--- src/rtl/rv_pkg.sv ---
// Shared constants and payload type for the RV32 instruction-fetch path.
package rv_pkg;

    localparam int unsigned DEF_ADDR_WIDTH = 32;
    localparam int unsigned DEF_DATA_WIDTH = 32;
    localparam int unsigned PC_STEP        = 4;
    localparam logic [31:0] RV_NOP         = 32'h0000_0013;

    typedef struct packed {
        logic [DEF_ADDR_WIDTH-1:0] pc;
        logic [DEF_DATA_WIDTH-1:0] instr;
    } fetch_entry_t;

endpackage

--- src/rtl/fq_fifo.sv ---
// Generic first-word-fall-through FIFO with flush; the head word is visible
// on rdata in the same cycle it becomes valid.
module fq_fifo #(
    parameter int unsigned WIDTH = 64,
    parameter int unsigned DEPTH = 4
) (
    input  logic                       clk,
    input  logic                       rst,
    input  logic                       push,
    input  logic                       pop,
    input  logic                       flush,
    input  logic [WIDTH-1:0]           wdata,
    output logic [WIDTH-1:0]           rdata,
    output logic [$clog2(DEPTH+1)-1:0] count
);

    localparam int unsigned PW = $clog2(DEPTH);
    localparam int unsigned CW = $clog2(DEPTH + 1);

    logic [WIDTH-1:0] mem [DEPTH];
    logic [PW-1:0]    head;
    logic [PW-1:0]    tail;

    // Pointers wrap naturally because DEPTH is a power of two.
    always_ff @(posedge clk) begin
        if (!rst || flush) begin
            head  <= '0;
            tail  <= '0;
            count <= '0;
        end else begin
            if (push) tail <= tail + PW'(1);
            if (pop)  head <= head + PW'(1);
            if (push && !pop)      count <= count + CW'(1);
            else if (pop && !push) count <= count - CW'(1);
        end
    end

    always_ff @(posedge clk) begin
        if (rst && !flush && push) mem[tail] <= wdata;
    end

    assign rdata = mem[head];

endmodule

--- src/rtl/fetch_queue.sv ---
// Instruction-fetch stage: owns the PC, drives a combinational-read imem and
// buffers {pc, instr} pairs for decode; a redirect flushes and restarts fetch.
module fetch_queue
    import rv_pkg::*;
#(
    parameter int unsigned           DATA_WIDTH   = DEF_DATA_WIDTH,
    parameter int unsigned           ADDR_WIDTH   = DEF_ADDR_WIDTH,
    parameter int unsigned           DEPTH        = 4,
    parameter logic [ADDR_WIDTH-1:0] RESET_VECTOR = '0,
    parameter logic [DATA_WIDTH-1:0] NOP_INSTR    = DATA_WIDTH'(RV_NOP)
) (
    input  logic                       clk,
    input  logic                       rst,
    output logic [ADDR_WIDTH-1:0]      imem_addr,
    output logic                       imem_en,
    input  logic [DATA_WIDTH-1:0]      imem_rdata,
    input  logic                       redirect,
    input  logic [ADDR_WIDTH-1:0]      redirect_target,
    output logic                       if_valid,
    input  logic                       if_ready,
    output logic [DATA_WIDTH-1:0]      if_instr,
    output logic [ADDR_WIDTH-1:0]      if_pc,
    output logic [ADDR_WIDTH-1:0]      if_pc_plus4,
    output logic [$clog2(DEPTH+1)-1:0] q_count
);

    localparam int unsigned CW = $clog2(DEPTH + 1);
    localparam int unsigned EW = ADDR_WIDTH + DATA_WIDTH;

    logic [ADDR_WIDTH-1:0] fetch_pc;
    logic [ADDR_WIDTH-1:0] last_pc;
    logic [ADDR_WIDTH-1:0] head_pc;
    logic [DATA_WIDTH-1:0] head_instr;
    logic [EW-1:0]         head_entry;
    logic [CW-1:0]         count;
    logic                  valid;
    logic                  pop;
    logic                  push;
    logic                  fifo_pop;

    // A full queue may still fetch when decode drains the head this cycle.
    assign valid    = rst && (count != '0);
    assign pop      = valid && if_ready;
    assign push     = rst && !redirect && ((count < CW'(DEPTH)) || pop);
    assign fifo_pop = pop && !redirect;

    assign imem_addr = fetch_pc;
    assign imem_en   = push;

    fq_fifo #(
        .WIDTH (EW),
        .DEPTH (DEPTH)
    ) u_fifo (
        .clk   (clk),
        .rst   (rst),
        .push  (push),
        .pop   (fifo_pop),
        .flush (redirect),
        .wdata ({fetch_pc, imem_rdata}),
        .rdata (head_entry),
        .count (count)
    );

    assign head_pc    = head_entry[EW-1 -: ADDR_WIDTH];
    assign head_instr = head_entry[DATA_WIDTH-1:0];

    // last_pc lets if_pc hold its previous value while the queue is empty.
    always_ff @(posedge clk) begin
        if (!rst) begin
            fetch_pc <= RESET_VECTOR;
            last_pc  <= '0;
        end else begin
            last_pc <= if_pc;
            if (redirect)  fetch_pc <= redirect_target & ~ADDR_WIDTH'(3);
            else if (push) fetch_pc <= fetch_pc + ADDR_WIDTH'(PC_STEP);
        end
    end

    assign if_valid    = valid;
    assign if_pc       = !rst ? '0 : (valid ? head_pc : last_pc);
    assign if_instr    = valid ? head_instr : NOP_INSTR;
    assign if_pc_plus4 = if_pc + ADDR_WIDTH'(PC_STEP);
    assign q_count     = rst ? count : '0;

endmodule
--- config.mk ---
export PLATFORM = sky130hd
export DESIGN_NAME = fetch_queue
export DESIGN_NICKNAME = d
export VERILOG_FILES = /design/src/rtl/rv_pkg.sv /design/src/rtl/fq_fifo.sv /design/src/rtl/fetch_queue.sv
export SDC_FILE = /design/constraint.sdc
export NUM_CORES = 1
export LEC_CHECK = 0
export ABC_CLOCK_PERIOD_IN_PS = 3100
export CORE_MARGIN = 8
export CORE_UTILIZATION = 49
export DETAILED_ROUTE_END_ITERATION = 8
export PLACE_DENSITY = 0.76
export SYNTH_ARGS = -nofsm -noshare
export SYNTH_HDL_FRONTEND = slang
export SYNTH_SLANG_ARGS = --single-unit
export TNS_END_PERCENT = 30
--- constraint.sdc ---
create_clock -name clk -period 3.1 [get_ports clk]
set_input_delay 0.465 -clock clk [delete_from_list [all_inputs] [get_ports clk]]
set_output_delay 0.465 -clock clk [all_outputs]
set_load 0.01 [all_outputs]
======== Word-level counts from Yosys, hierarchy flattened ========
Memory sizes are Yosys's and may differ from the RTL's. A register that Yosys moved wholly into a read port is not among the register bits.
Cells that the tools add are included.
storage, ports and cells
  register bits ........................... 71
  latch bits .............................. 0
  bits in writable memories ............... 256
  ROM bits ................................ 0
  bits of input ports ..................... 68
  output and inout bits ................... 133
  word-level logic and storage cells ...... 45
  memories ................................ 1
memories
  name        words  bits a word  read ports  clocked after Yosys merged registers in  write ports  line           source
  u_fifo.mem  4      64           1           1                                        1            fq_fifo.sv:20  logic [WIDTH-1:0] mem [DEPTH];
operators by class
  add/sub/neg operators ................... 6
  multipliers ............................. 0
  divide/modulo/power cells ............... 0
  $lt $le $gt $ge ......................... 1
  equal/unequal tests ..................... 0
  shift-type cells ........................ 0
  multiplexer cells ....................... 12
  bitwise gates (word level) .............. 1
  reductions and logical operators ........ 18
operator list
  operator                 count
  $mux W32                 5
  $add A32 B3 Y32 const B  2
  $mux W3                  3
  $logic_and A1 B1 Y1      8
  $add A2 B1 Y2 const B    2
  $logic_not A1 Y1         4
  $mux W2                  2
  $reduce_bool A2 Y1       2
  $add A3 B1 Y3 const B    1
  $lt A3 B3 Y1 const B     1
  $reduce_bool A3 Y1       1
  $sub A3 B1 Y3 const B    1
  $logic_or A1 B1 Y1       2
  $mux W1                  2
  $reduce_or A2 Y1         1
  $not A1 Y1               1

======== Logic depth before layout (Yosys ltp) ========
  word-level depth ........................ 9
  gate-level depth with buffers ........... 14
  depth with buffers taken out ............ 9

======== Modules after synthesis ========
Synthesis repeated with hierarchy kept, for this count alone.
unflattened totals
  cells, all modules ...................... 941
  area total of the unflattened synthesis .. 13,882.1 um^2
modules (own cells, without submodules)
  module       instances  cells an instance  area an instance (um^2)  seq. area each (um^2)
  fq_fifo      1          378                9,739.3                  7,867.5
  fetch_queue  1          563                4,142.7                  1,241.2

======== Worst setup path after synthesis ========
Ideal clock, no wire load.
  path kind ............................... reg2out
  start point ............................. reg u_fifo.count[0]
  end point ............................... out if_pc_plus4[24]
  data arrival time ....................... 2.800 ns
  data required time ...................... 2.635 ns
  setup slack ............................. -0.165 ns
  stages on the path, launching flop included .. 14
  buffers on the path ..................... 4
  path through ............................ dfxtp_1 > or3_1 > buf_2 > buf_2 > buf_1 > nand2_1 > a21oi_1 > ha_1 > inv_1 > a221oi_4 > and2_1 > buf_4 > and3_1 > xor2_1
between the ends
  longest elaborated chain between the ends .. 5
RTL lines
  item                    line               source
  from (decl)             fq_fifo.sv:14      output logic [$clog2(DEPTH+1)-1:0] count
  from (signal assigned)  fq_fifo.sv:33      if (push && !pop) count <= count + CW'(1);
  from (signal assigned)  fq_fifo.sv:34      else if (pop && !push) count <= count - CW'(1);
  $reduce_bool A3 Y1      fetch_queue.sv:42  assign valid = rst && (count != '0);
  $logic_and A1 B1 Y1     fetch_queue.sv:42
  $mux W32 (2 in a row)   fetch_queue.sv:80  assign if_pc = !rst ? '0 : (valid ? head_pc : last_pc);
  net if_pc[2]            fetch_queue.sv:22  output logic [ADDR_WIDTH-1:0] if_pc,
  $add A32 B3 Y32         fetch_queue.sv:82  assign if_pc_plus4 = if_pc + ADDR_WIDTH'(PC_STEP);
  to (decl)               fetch_queue.sv:23  output logic [ADDR_WIDTH-1:0] if_pc_plus4,
The timed path passes the listed nets, and every way through them passes these cells.

==> impl_metrics.yaml <==
global_routing:
  vias_in_the_first_global_route: 9661
  grt_start_max_net_pins: 53
  globalRoute.totalOverflow: 0
  grtUsageTotal: 0.214
  grt_antenna_before_repair: 2
  grt_pass1_wl_mm: 55.1
timing:
  final.setup_skew_ns: 0.0262
  minimum_clock_period_ns: 3.36
  final_min_period_over_clock_period: 1.09
  finalMaxSlewViolations: 0
  number_of_setup_violations_in_the_final_report: 26
  maxClockFrequency_ghz: 0.297
  hold_viol_final: 0
  unrepaired_setup_endpoints_after_global_routing: "yes"
  max-slew-margin-rel: 0.573
  timing.final.ws_setup_ns: -0.264
  timing_worst_slew_pin_value_ns: 0.639
power:
  power.density_cell_area_nw_per_um2: 536
  ir_worst_vdd_mv: 0.363
  cellLeakagePower_nw: 6.62
clocking:
  cts_made_buffers: 34
  insertion_delay_ns: 0.52
  tritoncts: "built"
  root_buffer: "clkbuf_16"
  ctsHtreeMaxLevel: 2
  cts.reportedPaths.clkPinSlew_ns: 0.06
  cts_sinks: 319
  ctsLongestPathBuffers: 3
worst_hold_path:
  hold_path_class: "register to register"
  min_path_cells: 1
die:
  dieWidth_um: 182
  rows: 60
  core_um2: 27000
  die_h_um: 182
  die-area_um2: 33100
  num_io_pins: 201
  initial_utilization: 0.499
critical_path:
  timing.critical_path.arrival_ns: 2.90
  endpoint_kind: "primary output"
  path_max_fanout: 6
  slowest_delay_ns: 0.40
  worstSetupStartpointType: "register"
  worstRegToRegCells: 9
  crit_path_cell_trace: "buf_12 -> buf_12 -> mux4_2 -> nand4_1 -> a21oi_2 -> buf_4 -> buf_6 -> nand2_4 -> nor3_2 -> xor2_1 -> clkdlybuf4s15_2"
  worst_ep_required_time_ns: 2.63
  worst_path_most_repeated_cell: "buf_12"
  timing.setup.critical_path_class: "register to primary output"
  slowest_stage: "mux4_2"
run_status:
  outcome: "finished with violations"
  failed_checks: "negative setup slack"
layout:
  layoutNonFillerInstCount: 1627
  layout_cell_share_with_drive_strength_beyond_1: 0.288
  commonest_cells_after_routing_fill_and_taps_aside: "248 x edfxtp_1, 143 x clkdlybuf4s50_1, 136 x buf_4"
  final_net_count: 1337
  final_common_cell: "edfxtp_1"
  area_growth_pct: 34.3
synthesis:
  dominant_combinational_cell_family_by_area_after_synthesis: "simple AND/OR/NAND/NOR gates"
  yosysWarningCount: 0
  async_s_r_ff_share_synth: 0
  syn_inst: 927
  seq_area_frac_synth: 0.657
  dominantRegCellSynth: "edfxtp_1"
  netlist_area_um2: 13500
  post_synth.cell_area_avg_um2: 14.6
  area_fraction_in_compound_gates_after_synthesis: 0.0539
  synth-adder-area-share: 0.00797
  synth.ff_latch_count: 319
  synthDominantAreaCellType: "edfxtp_1"
  synth-edff-count: 248
  synth_top_area_share: 0.552
  synth.top_cells.by_area: "edfxtp_1 55%, dfxtp_1 11%, mux4_2 9.5%"
  synth.area.mux_share: 0.112
  netlist-cell-type-count: 67
  yosys.area_share.xor_xnor: 0.0272
  synth_simple_gate_area_frac: 0.113
routing:
  detailroute.via_count: 9269
  routed_wl_mm: 36.6
  vias_per_cell: 5.70
  drt_pre_antenna_iters: 5
  drtAntennaViolNets: 0
  route.detailed.drc: 0
  drt-initial-drc-count: 901
  routedWlPerCell_um: 22.5
placed_design:
  post-place-cells: 1537
  place.gp.congestion: 0.862
  dpl_worst_slack_ns: -0.579
  place.port_buffers: 196
  dpl.hpwl_mm: 24.5
job:
  number_of_max_cap_violations: 0
==> critical path, delay by kind of cell (launching register included) <==
| family | cells | cell delay [ns] |
|---|---|---|
| buffers and inverters | 5 | 0.77 |
| AND/OR/NAND/NOR | 3 | 0.45 |
| multiplexers | 1 | 0.40 |
| flip-flops | 1 | 0.38 |
| AO/OA/AOI/OAI | 1 | 0.20 |
| XOR/XNOR | 1 | 0.18 |
==> power breakdown <==
group | internal, mW | switching, mW
clock | 2.36 | 1.61
combinational | 0.458 | 0.467
sequential | 4.73 | 0.0857
total | 7.55 | 2.16
==> sequential cells by signal, indices dropped and copies added (netlist names), named ones only <==
| register | flops |
|---|---|
| imem_addr | 30 |
| last_pc | 32 |
| u_fifo.mem | 248 |
| u_fifo.count | 3 |
| u_fifo.tail | 2 |
| u_fifo.head | 2 |
==> worst paths after layout <==
check	slack, ns	to	startpoint
hold reg to reg	0.45	last_pc[0]$_SDFF_PN0_	last_pc[0]$_SDFF_PN0_
hold / removal	0.45	last_pc[0]$_SDFF_PN0_	last_pc[0]$_SDFF_PN0_
setup reg to reg	0.69	u_fifo.count[2]$_SDFFE_PN0P_	u_fifo.count[0]$_SDFFE_PN0P_
setup / recovery	-0.26	if_pc_plus4[17]	register
==> cell families after synthesis <==
group / count (synthesis)
simple gates: 302
xor+xnor: 42
other cells: 1
buf+inv: 69
mux: 72
flops: 319
compound gates: 114
fa+ha+maj: 8
==> metrics by stage <==
step	power, mW	hold slack, ns	TNS, ns	cell area (µm²)	util
CTS	9.75	0.455	-4.61	18000	0.667
finish	9.71	0.455	-5.10	18100	0.671
floorplan	5.28	0.421	0	13500	-
global placement	5.77	0.433	-8.84	16600	0.615
global route	10.0	0.481	-9.11	18100	0.671
detailed placement	5.80	0.435	-11.84	16600	0.615
==> cell type report <==
cell class | instances | area, µm²
multi-input combinational | 540 | 4460
antenna | 3 | 7.51
clock inverter | 17 | 171
clock buffer | 41 | 918
inverter | 14 | 52.6
tap | 341 | 427
fill | 1846 | 8900
timing repair buffer | 352 | 3210
sequential | 319 | 8880
==> routing by layer <==
layer  global-route usage  vias up  wire [µm]
li1                     -     4200          -
met3               0.0423       66       2340
met2                0.373      373      18700
met5                    0        -          0
met4               0.0849        0       1060
met1                0.259     4630      14500
==> Yosys cell counts, types with 3 or more instances <==
| cell type | count |
|---|---|
| buf_1 | 4 |
| nand4_1 | 19 |
| nor3_2 | 4 |
| and4_1 | 4 |
| mux4_1 | 5 |
| buf_4 | 5 |
| mux2i_1 | 9 |
| nor3_1 | 7 |
| nand2b_1 | 8 |
| buf_6 | 7 |
| buf_2 | 14 |
| nand3_1 | 36 |
| xnor2_1 | 22 |
| a21oi_1 | 55 |
| a222oi_1 | 5 |
| and2_1 | 42 |
| a31oi_1 | 9 |
| o21ai_0 | 17 |
| inv_1 | 14 |
| ha_1 | 7 |
| mux4_2 | 57 |
| dfxtp_1 | 71 |
| clkbuf_1 | 22 |
| edfxtp_1 | 248 |
| and3_1 | 15 |
| nor4_1 | 3 |
| xor2_1 | 20 |
| or3_1 | 3 |
| nand2_1 | 106 |
| nor2_1 | 42 |
==> what timing repair did <==
item | 4_1_cts | 5_1_grt
hold buffers | 0 | 0
buffers inserted | 26 | 7
gates resized for setup | 170 | 36
gates cloned | 2 | 0
pin swaps | 37 | 13
endpoints found under the setup margin | 66 | 67
Power figures use the tool's default switching activity.
